<file path="config.mk">
export PLATFORM = sky130hd
export DESIGN_NAME = video_stream_sink
export DESIGN_NICKNAME = d
export VERILOG_FILES = /design/src/rtl/video_stream_sink.sv
export SDC_FILE = /design/constraint.sdc
export NUM_CORES = 1
export LEC_CHECK = 0
export BUFFER_PORTS_ARGS = -buffer_cell sky130_fd_sc_hd__buf_4
export CAP_MARGIN = 20
export CORE_MARGIN = 2
export CORE_UTILIZATION = 55
export CTS_CLUSTER_SIZE = 14
export DETAILED_ROUTE_END_ITERATION = 6
export HOLD_SLACK_MARGIN = 0.06
export PLACE_DENSITY_LB_ADDON = 0.12
export SLEW_MARGIN = 5
export SYNTH_ARGS = -nofsm -noshare
export SYNTH_HDL_FRONTEND = slang
export SYNTH_SLANG_ARGS = --single-unit
</file>
<file path="constraint.sdc">
create_clock -name clock -period 3.6 [get_ports clock]
set_clock_uncertainty 0.05 [all_clocks]
set_input_delay 0.18 -clock clock [delete_from_list [all_inputs] [get_ports clock]]
set_output_delay 0.18 -clock clock [all_outputs]
set_load 0.02 [all_outputs]
</file>
<file path="src/rtl/video_stream_sink.sv">
// Consumer end of the 24-bit pixel ready/valid stream: tracks raster position,
// accumulates per-frame checksum, counts colour mismatches and can throttle ready.
module video_stream_sink #(
  parameter int          H_ACTIVE     = 800,
  parameter int          V_ACTIVE     = 600,
  parameter logic [19:0] MISMATCH_MAX = 20'hFFFFF
) (
  input  logic        clock,
  input  logic        reset,
  input  logic        Enable,
  input  logic [3:0]  StallEvery,
  input  logic [23:0] ExpColor,
  input  logic        VideoValid,
  input  logic [23:0] Video,
  output logic        VideoReady,
  output logic [9:0]  PixelX,
  output logic [9:0]  PixelY,
  output logic        FrameDone,
  output logic [15:0] FrameCount,
  output logic [23:0] FrameChecksum,
  output logic [19:0] MismatchCount
);

  localparam logic [9:0] X_LAST = 10'(H_ACTIVE - 1);
  localparam logic [9:0] Y_LAST = 10'(V_ACTIVE - 1);

  typedef enum logic [1:0] {IDLE, RUN, STALL} state_t;

  state_t      state_q, state_d;
  logic        ready_q, ready_d;
  logic [3:0]  cnt_q, cnt_d;
  logic [9:0]  x_q, x_d, y_q, y_d;
  logic        done_q, done_d;
  logic [15:0] fcnt_q, fcnt_d;
  logic [23:0] fsum_q, fsum_d, acc_q, acc_d;
  logic [19:0] mis_q, mis_d;
  logic        xfer;

  assign xfer = VideoValid & ready_q;

  always_comb begin
    state_d = state_q;
    cnt_d   = 4'd0;
    x_d     = x_q;
    y_d     = y_q;
    done_d  = 1'b0;
    fcnt_d  = fcnt_q;
    fsum_d  = fsum_q;
    acc_d   = acc_q;
    mis_d   = mis_q;

    case (state_q)
      IDLE:  if (Enable) state_d = RUN;
      RUN: begin
        // >= rather than == so a lowered StallEvery cannot be skipped past
        if (!Enable)
          state_d = IDLE;
        else if (StallEvery != 4'd0 && ({1'b0, cnt_q} + 5'd1) >= {1'b0, StallEvery})
          state_d = STALL;
        else
          cnt_d = cnt_q + 4'd1;
      end
      STALL: state_d = Enable ? RUN : IDLE;
      default: state_d = IDLE;
    endcase
    ready_d = (state_d == RUN);

    if (xfer) begin
      if (Video != ExpColor && mis_q != MISMATCH_MAX) mis_d = mis_q + 20'd1;
      acc_d = acc_q + Video;
      if (x_q == X_LAST) begin
        x_d = 10'd0;
        if (y_q == Y_LAST) begin
          y_d    = 10'd0;
          done_d = 1'b1;
          fcnt_d = fcnt_q + 16'd1;
          fsum_d = acc_q + Video;
          acc_d  = 24'd0;
        end else begin
          y_d = y_q + 10'd1;
        end
      end else begin
        x_d = x_q + 10'd1;
      end
    end
  end

  always_ff @(posedge clock) begin
    if (!reset) begin
      state_q <= IDLE;
      ready_q <= 1'b0;
      cnt_q   <= 4'd0;
      x_q     <= 10'd0;
      y_q     <= 10'd0;
      done_q  <= 1'b0;
      fcnt_q  <= 16'd0;
      fsum_q  <= 24'd0;
      acc_q   <= 24'd0;
      mis_q   <= 20'd0;
    end else begin
      state_q <= state_d;
      ready_q <= ready_d;
      cnt_q   <= cnt_d;
      x_q     <= x_d;
      y_q     <= y_d;
      done_q  <= done_d;
      fcnt_q  <= fcnt_d;
      fsum_q  <= fsum_d;
      acc_q   <= acc_d;
      mis_q   <= mis_d;
    end
  end

  assign VideoReady    = ready_q;
  assign PixelX        = x_q;
  assign PixelY        = y_q;
  assign FrameDone     = done_q;
  assign FrameCount    = fcnt_q;
  assign FrameChecksum = fsum_q;
  assign MismatchCount = mis_q;

endmodule

</file>
# After elaboration in Yosys (flattened, before gate mapping)
# Index checks and enable logic that the tools add are counted.
# Widths: inputs -> output; s select.
[op_classes]
add_sub_neg = 7
order_cmp = 1
n_eq_ne = 7
n_mux = 10
n_bitwise = 4
reduce_logical = 9
[ops]
columns = ["cell", "count"]
rows = [
  ["$mux 24", 2],
  ["$add 24x24->24", 1],
  ["$ne 24x24->1", 1],
  ["$add 10x1->10 const B", 2],
  ["$add 20x1->20 const B", 1],
  ["$eq 10x10->1 const B", 2],
  ["$mux 10", 2],
  ["$ne 20x20->1 const B", 1],
  ["$add 16x1->16 const B", 1],
  ["$mux 2", 3],
  ["$pmux 2 s3", 1],
  ["$reduce_and 3->1", 2],
  ["$add 4x1->5 const B", 1],
  ["$ge 5x4->1", 1],
  ["$add 4x1->4 const B", 1],
  ["$eq 2x1->1 const B", 2],
  ["$reduce_and 2->1", 2],
  ["$reduce_bool 4->1", 1],
  ["$reduce_or 4->1", 1],
  ["$not 1->1", 3],
  ["$eq 2x2->1 const B", 1],
  ["$logic_and 1x1->1", 2],
  ["$logic_not 2->1", 1],
  ["$mux 1", 2],
  ["$and 1x1->1", 1],
]
[word_totals]
regBits = 112
out_inout_bits = 82
wordCells = 48

# Longest topological paths before layout
# Gate-level depths: netlist of run 1.
[depth]
word_depth = 7
ltp_mapped = 10
mapped_depth_nobuf = 10

# Worst setup path before layout of run 1
# OpenSTA, ideal clock, no wires.
[synth_timing]
path_type = "reg-to-reg"
start = "register acc_q[20]"
end = "register acc_q[23]"
setup_time_ps = 106
arrival_ps = 2345
required_time_ps = 3444
slack_ps = 1099
stages_incl_launch_ff = 9
n_path_buf = 0
period_less_slack_ps = 2501
cell_sequence = "dfxtp_1 -> ha_1 -> and3_1 -> a221oi_1 -> o21ai_0 -> a221o_1 -> o21ai_0 -> or4b_2 -> o311ai_0"
[synth_via]
elab_chain_len = 3
[synth_rtl]
columns = ["item", "line", "text"]
rows = [
  ["start, declared", "35", "logic [23:0] fsum_q, fsum_d, acc_q, acc_d;"],
  ["start signal, assigned", "98", "acc_q <= 24'd0;"],
  ["start signal, assigned", "109", "acc_q <= acc_d;"],
  ["$add 24x24->24 (*)", "70", "acc_d = acc_q + Video;"],
  ["$mux 24", "73", "if (y_q == Y_LAST) begin"],
  ["$mux 24 (*)", "71", "if (x_q == X_LAST) begin"],
]
# Mark *: on every way between the ends. The rest lies on a longest branch, timed or not.
# A chain may end at the register's enable or synchronous reset.

# Final worst setup path of run 1
[layout_timing]
start = "register acc_q[0]"
end = "register acc_q[18]"
# Same word-level chain as after synthesis.

==> metrics.csv, run 1 <==
stage,metric,value,unit
run_status,status,finished clean,
pwr,combPwrFrac,13.4,%
routing,final_antenna_net_count,0,
worst_setup_path,cp_top_family,compound AO/OA/AOI/OAI gates,
synth,synth_top_flop_cell,dfxtp_1,
pwr,clkPwrFrac,32.5,%
worst_setup_path,worstPathMaxFanout,3,
clock_network,cts_tree,done,
clock_network,cts_sinks,112,
hold_path,hold_start,Video[23],
synth,synth_seq_area_share,37.3,%
timing,tightest_slew,1.17,ns
cells_and_area,syn2layout_area_growth,22.4,%
pwr,finalPower,2340,uW
worst_setup_path,required,3.83,ns
pwr,vdd_ir_drop_max,0.000199,V
clock_network,cts_buffer_depth,2,
cells_and_area,final_nets,926,
cells_and_area,diodes,0,
clock_network,clk_latency,0.39,ns
routing,first_iter_violations,385,
routing,dr.pass1.iters,5,
floorplan,die_x,109,um
synth,syn_inst,707,
placement,gp_congestion,0.884,
grt,grt_max_degree,47,
pwr,power.density,318,nW/um2
timing,rsz0062_at_grt,no,
pwr,switching_power,613,uW
synth,synth_warnings,0,
worst_setup_path,slowest_delay,0.65,ns
placement,io_buffers,137,
timing,setup_tns,0,ns
timing,hold_violations,0,
clock_network,ctsResizeCount,0,
routing,vias_per_cell,5.77,
pwr,p_leak,0.00315,uW
clock_network,post-cts-setup-buffers,0,
worst_setup_path,crit-reg2reg-launch,acc_q[0],
worst_setup_path,cp-end-kind,flip-flop,
grt,grt_pass1_vias,5330,
synth,synth_fp_nets,796,
floorplan,dieArea,11800,um2
grt,grt_pass1_wl,25400,um
worst_setup_path,crit_path_top_delay_cell,o311ai_0,
worst_setup_path,crit_chain,ha_1 -> inv_1 -> fa_1 -> nor2b_1 -> o31a_1 -> o311ai_0 -> a21oi_1 -> a21boi_0 -> xor2_1 -> o21ai_0,
floorplan,core,10700,um2
timing,max_freq,333,MHz
routing,remaining_drc_errors,0,
synth,synthArstFlopShare,0,%
placement,hpwlAfterDp,12200,um
timing,finalWorstPathRequiredPeriod,3.01,ns
timing,maxSlewViolCount,0,
synth,synth_edf_count,0,
grt,grt_use_total,27.7,%
worst_setup_path,crit_type,flip-flop to flip-flop,
routing,wl,16200,um
timing,relSlewSlack,21.6,%
floorplan,fp.dieH,109,um
clock_network,htree_levels,3,
clock_network,clock-root-buffer,clkbuf_8,
grt,grt_overflow,0,
routing,avgRoutedWirePerCell,16.5,um
timing,post-route-period-util,83.5,%
floorplan,start_util,55.9,%
synth,synth_area,6010,um2
timing,finalSetupViolations,0,
hold_path,worstHoldPathType,input pin to flip-flop,
floorplan,ios,138,
synth,syn_area_per_cell,8.50,um2
cells_and_area,drive_above_1_share,20.0,%
routing,vias,5661,
synth,synth_cell_type_count,61,
floorplan,row_count,38,
clock_network,cts_buffers,9,
grt,antenna_found_initial,1,
worst_setup_path,critPathLaunchType,flip-flop,
pwr,swShare,26.2,%
worst_setup_path,startpoint,acc_q[0],
worst_setup_path,cp_data_arrival_time,3.23,ns
worst_setup_path,critPathBufInv,1,
pwr,power.internal,1720,uW
cells_and_area,n_fill_cell,929,
flow_run,cap_violations,0,
pwr,p_seq_share,54.1,%
clock_network,clk_pin_slew_worst_paths,0.10,ns
synth,synth_seq_cells,112,
## metrics by stage
step	util, %	setup slack [ns]	hold slack [ns]	cells	cell area, um2
6_report	68.4	0.595	0.156	981	7350
5_1_grt	68.4	0.289	0.167	981	7350
4_1_cts	68.4	0.603	0.146	980	7350
3_5_place_dp	66.5	0.637	0.393	964	7150
3_3_place_gp	66.5	0.755	0.373	964	7150
2_1_floorplan	-	1.10	0.276	707	6010
## layout by cell type (no fill, tap or decap), types with 11 or more instances in the layout
cell	count
ha_1	32
a21oi_1	36
inv_1	18
a22oi_1	11
nand2_1	75
nor2_1	73
xor2_1	46
a21o_1	11
dfxtp_1	112
buf_4	145
xnor2_1	37
and3_1	18
nand3_1	30
o21ai_0	30
nand4_1	19
nor4_1	12
## kinds of logic (layout without fill, tap and decap cells)
| group | count (synthesis) | count (layout) | synth area share, % |
|---|---|---|---|
| simple gates | 286 | 286 | 24.0 |
| mux | 7 | 7 | 1.17 |
| flops | 112 | 112 | 37.3 |
| buf+inv | 46 | 180 | 3.10 |
| xor+xnor | 84 | 84 | 12.5 |
| fa+ha+maj | 33 | 33 | 7.00 |
| compound gates | 139 | 139 | 14.9 |
## Yosys cell counts, types with 3 or more instances
master | count | area share, %
nand3_1 | 30 | 2.5
nor3b_1 | 3 | 0.37
nand4_1 | 19 | 2.0
a31oi_1 | 6 | 0.62
nor4_1 | 12 | 1.2
a21boi_0 | 5 | 0.62
nor2_1 | 73 | 4.6
o21a_1 | 7 | 0.87
mux2i_1 | 7 | 1.2
clkbuf_1 | 21 | 1.3
and3_1 | 18 | 1.9
a22oi_1 | 11 | 1.4
a211oi_1 | 5 | 0.62
a21oi_1 | 36 | 3.0
nor2b_1 | 5 | 0.52
or3_1 | 10 | 1.0
xor2_1 | 46 | 6.7
o31ai_1 | 6 | 0.75
xnor2_1 | 37 | 5.4
nor3_1 | 9 | 0.75
and4_1 | 5 | 0.73
o21ai_0 | 30 | 2.5
a21o_1 | 11 | 1.4
nor4bb_1 | 3 | 0.50
nand2_1 | 75 | 4.7
dfxtp_1 | 112 | 37
ha_1 | 32 | 6.7
inv_1 | 18 | 1.1
o311ai_0 | 3 | 0.44
and2_1 | 3 | 0.31
nand2b_1 | 9 | 0.94
## cell type report
type	instances	area (um2)	area share [%]
clock buffers	12	145	1.97
clock inverters	3	42.5	0.579
inverters	19	71.3	0.970
multi-input cells	549	3580	48.7
flip-flops and latches	112	2240	30.5
well taps	140	175	2.38
repair buffers	146	1100	14.9
## layer usage
metal	track usage (%)	up-vias	routed length (um)
li1	-	2763	-
met1	34.7	2695	7120
met2	47.0	177	7640
met3	5.85	24	1130
met4	9.62	2	328
met5	0	-	13
## final timing paths
path | slack [ns] | endpoint | cells after the start
setup / recovery | 0.59 | acc_q[18] | 10
hold / removal | 0.16 | acc_q[23] | 3
setup reg to reg | 0.59 | acc_q[18] | 10
hold reg to reg | 0.41 | FrameChecksum[4] | 2
## flip-flops by register name, summed over array words and instances, names as in the netlist
name	flops
state_q	2
FrameCount	16
FrameDone	1
FrameChecksum	24
PixelY	10
PixelX	10
acc_q	24
cnt_q	4
VideoReady	1
MismatchCount	20
## worst reg2reg max path, cell delays in order, from the launching register on
cell and delay, ns:
dfxtp_1 0.32, ha_1 0.21, inv_1 0.07, fa_1 0.21, nor2b_1 0.08, o31a_1 0.27, o311ai_0 0.65, a21oi_1 0.28
a21boi_0 0.47, xor2_1 0.19, o21ai_0 0.11
## power groups by stage
stage	registers, uW	clock network (uW)	logic [uW]
after CTS	1260	770	307
final	1260	759	314
after global placement	1290	0	297
after floorplan	1290	0	184
after detailed placement	1290	0	305
after global routing	1270	814	342
## timing repair
item	CTS	global route
endpoints found under the setup margin	0	0
hold buffers	1	0
hold endpoints to repair	3	0
(Power assumes the default switching activity.)
==> run 2, diff against run 1 <==
--- a/config.mk
+++ b/config.mk
@@ -8,7 +8,7 @@
 export BUFFER_PORTS_ARGS = -buffer_cell sky130_fd_sc_hd__buf_4
 export CAP_MARGIN = 20
 export CORE_MARGIN = 2
-export CORE_UTILIZATION = 55
+export CORE_UTILIZATION = 49
 export CTS_CLUSTER_SIZE = 14
 export DETAILED_ROUTE_END_ITERATION = 6
 export HOLD_SLACK_MARGIN = 0.06
==> constraint.sdc (replaced) <==
create_clock -name clock -period 2.6 [get_ports clock]
set_clock_uncertainty 0.05 [all_clocks]
set_input_delay 0.13 -clock clock [delete_from_list [all_inputs] [get_ports clock]]
set_output_delay 0.13 -clock clock [all_outputs]
set_load 0.02 [all_outputs]
==> run 2 against run 1 <==
Effect of this change:
- combinational power increased by 53%
- sequential share of layout area decreased by 1.6 points
- clock power grew 84%
- die area rose by 12%
- power up 55%
- critical path depth is 2 lower
- final cell count rose by 3.5%
- sequential power rose by 39%
- critical path type unchanged
==> metrics.csv, run 2 (synthesis results as in run 1) <==
stage,metric,value,unit
floorplan,die_x,115,um
clock_network,cts_sinks,112,
pwr,power.internal,2720,uW
cells_and_area,diodes,0,
worst_setup_path,cp_data_arrival_time,2.79,ns
worst_setup_path,critPathBufInv,0,
hold_path,hold_start,Video[23],
grt,grt_use_total,25.3,%
routing,first_iter_violations,419,
routing,avgRoutedWirePerCell,16.5,um
flow_run,cap_violations,0,
cells_and_area,final_util,64.5,%
floorplan,dieArea,13200,um2
clock_network,cts_tree,done,
routing,final_antenna_net_count,0,
timing,setup_tns,0,ns
clock_network,clk_latency,0.36,ns
floorplan,fp.dieH,115,um
worst_setup_path,required,2.80,ns
timing,maxSlewViolCount,0,
pwr,finalPower,3620,uW
placement,gp_congestion,0.904,
timing,rsz0062_at_grt,yes,
worst_setup_path,crit_chain,ha_1 -> and3_1 -> a221oi_2 -> o21ai_1 -> a221o_1 -> o21ai_0 -> or4b_2 -> o311ai_0,
worst_setup_path,critPathLaunchType,flip-flop,
routing,vias,5687,
routing,vias_per_cell,5.60,
pwr,p_seq_share,48.3,%
timing,post-route-period-util,99.6,%
pwr,combPwrFrac,13.2,%
timing,finalWorstPathRequiredPeriod,2.59,ns
placement,hpwlAfterDp,12700,um
pwr,vdd_ir_drop_max,0.000523,V
cells_and_area,final_cell_mix,"buf_4 (171), dfxtp_1 (112), nand2_1 (75), nor2_1 (73), xor2_1 (46)",
routing,remaining_drc_errors,0,
cells_and_area,final_nets,953,
worst_setup_path,crit_path_top_delay_cell,or4b_2,
worst_setup_path,cp_top_family,compound AO/OA/AOI/OAI gates,
worst_setup_path,crit-reg2reg-launch,acc_q[21],
pwr,swShare,25.0,%
clock_network,htree_levels,3,
floorplan,core,12000,um2
timing,tightest_slew,0.759,ns
cells_and_area,drive_above_1_share,23.6,%
floorplan,ios,138,
grt,grt_overflow,0,
placement,io_buffers,137,
cells_and_area,final_common_cell,buf_4,
worst_setup_path,worstPathMaxFanout,2,
pwr,power.density,468,nW/um2
cells_and_area,n_fill_cell,1082,
cells_and_area,syn2layout_area_growth,29.0,%
grt,grt_max_degree,36,
worst_setup_path,slowest_delay,0.59,ns
pwr,clkPwrFrac,38.5,%
clock_network,clk_pin_slew_worst_paths,0.08,ns
clock_network,clock-root-buffer,clkbuf_16,
grt,antenna_found_initial,0,
worst_setup_path,cp-end-kind,flip-flop,
run_status,status,finished clean,
timing,max_freq,386,MHz
routing,wl,16700,um
grt,grt_pass1_wl,26200,um
grt,grt_pass1_vias,5314,
hold_path,worstHoldPathType,input pin to flip-flop,
timing,finalSetupViolations,0,
worst_setup_path,startpoint,acc_q[21],
floorplan,start_util,50.0,%
pwr,p_leak,0.00335,uW
routing,dr.pass1.iters,5,
timing,relSlewSlack,49.0,%
floorplan,row_count,40,
worst_setup_path,crit_type,flip-flop to flip-flop,
timing,hold_violations,0,
clock_network,cts_buffer_depth,2,
pwr,switching_power,906,uW
clock_network,cts_buffers,9,
run 2: stage by stage:
| stage | hold slack (ns) | cells | setup WS (ns) | cell area [um2] |
|---|---|---|---|---|
| floorplan | 0.226 | 707 | 0.0986 | 6010 |
| global placement | 0.327 | 998 | 0.0115 | 7370 |
| detailed placement | 0.330 | 998 | -0.0885 | 7370 |
| CTS | 0.124 | 1015 | 0.0110 | 7690 |
| global route | 0.172 | 1015 | -0.102 | 7750 |
| finish | 0.128 | 1015 | 0.00913 | 7750 |
run 2: worst reg2reg max path, stage by stage, from the launching register on:
cell      delay (ns)
dfxtp_1         0.32
ha_1            0.28
and3_1          0.21
a221oi_2        0.28
o21ai_1         0.13
a221o_1         0.33
o21ai_0         0.18
or4b_2          0.59
o311ai_0        0.11
run 2: worst paths after layout:
kind / endpoint / slack [ns] / depth (start not counted)
max: acc_q[23] / 0.009 / 8
min: acc_q[23] / 0.13 / 3
max reg2reg: acc_q[23] / 0.009 / 8
min reg2reg: FrameChecksum[5] / 0.41 / 2
run 2: final cells by class:
class                   instances  area [um2]  area share (%)
clock buffers                  12         246            3.18
inverters                      19        71.3           0.921
clock inverters                 3        42.5           0.549
flip-flops and latches        112        2240            28.9
multi-input cells             549        3650            47.1
well taps                     147         184            2.37
repair buffers                173        1310            17.0
run 2: what timing repair did:
item | in CTS | in global routing
hold endpoints to repair | 3 | 0
buffers inserted | 1 | 0
gates resized for setup | 5 | 13
hold buffers | 1 | 0
endpoints found under the setup margin | 4 | 17
pin swaps | 1 | 2
run 2: power by group through the flow:
stage               Clock, uW  Combinational [uW]  Sequential (uW)
finish                   1400                 479             1750
floorplan                   0                 255             1790
global route             1490                 523             1750
CTS                      1420                 466             1750
detailed placement          0                 456             1790
global placement            0                 449             1790
run 2: routing by layer:
metal / vias up / track usage [%] / routed length [um]
li1: 2824 / - / -
met1: 2678 / 35.1 / 7630
met2: 169 / 41.6 / 7850
met3: 16 / 3.44 / 1050
met4: 0 / 6.75 / 210
met5: - / 0 / 0
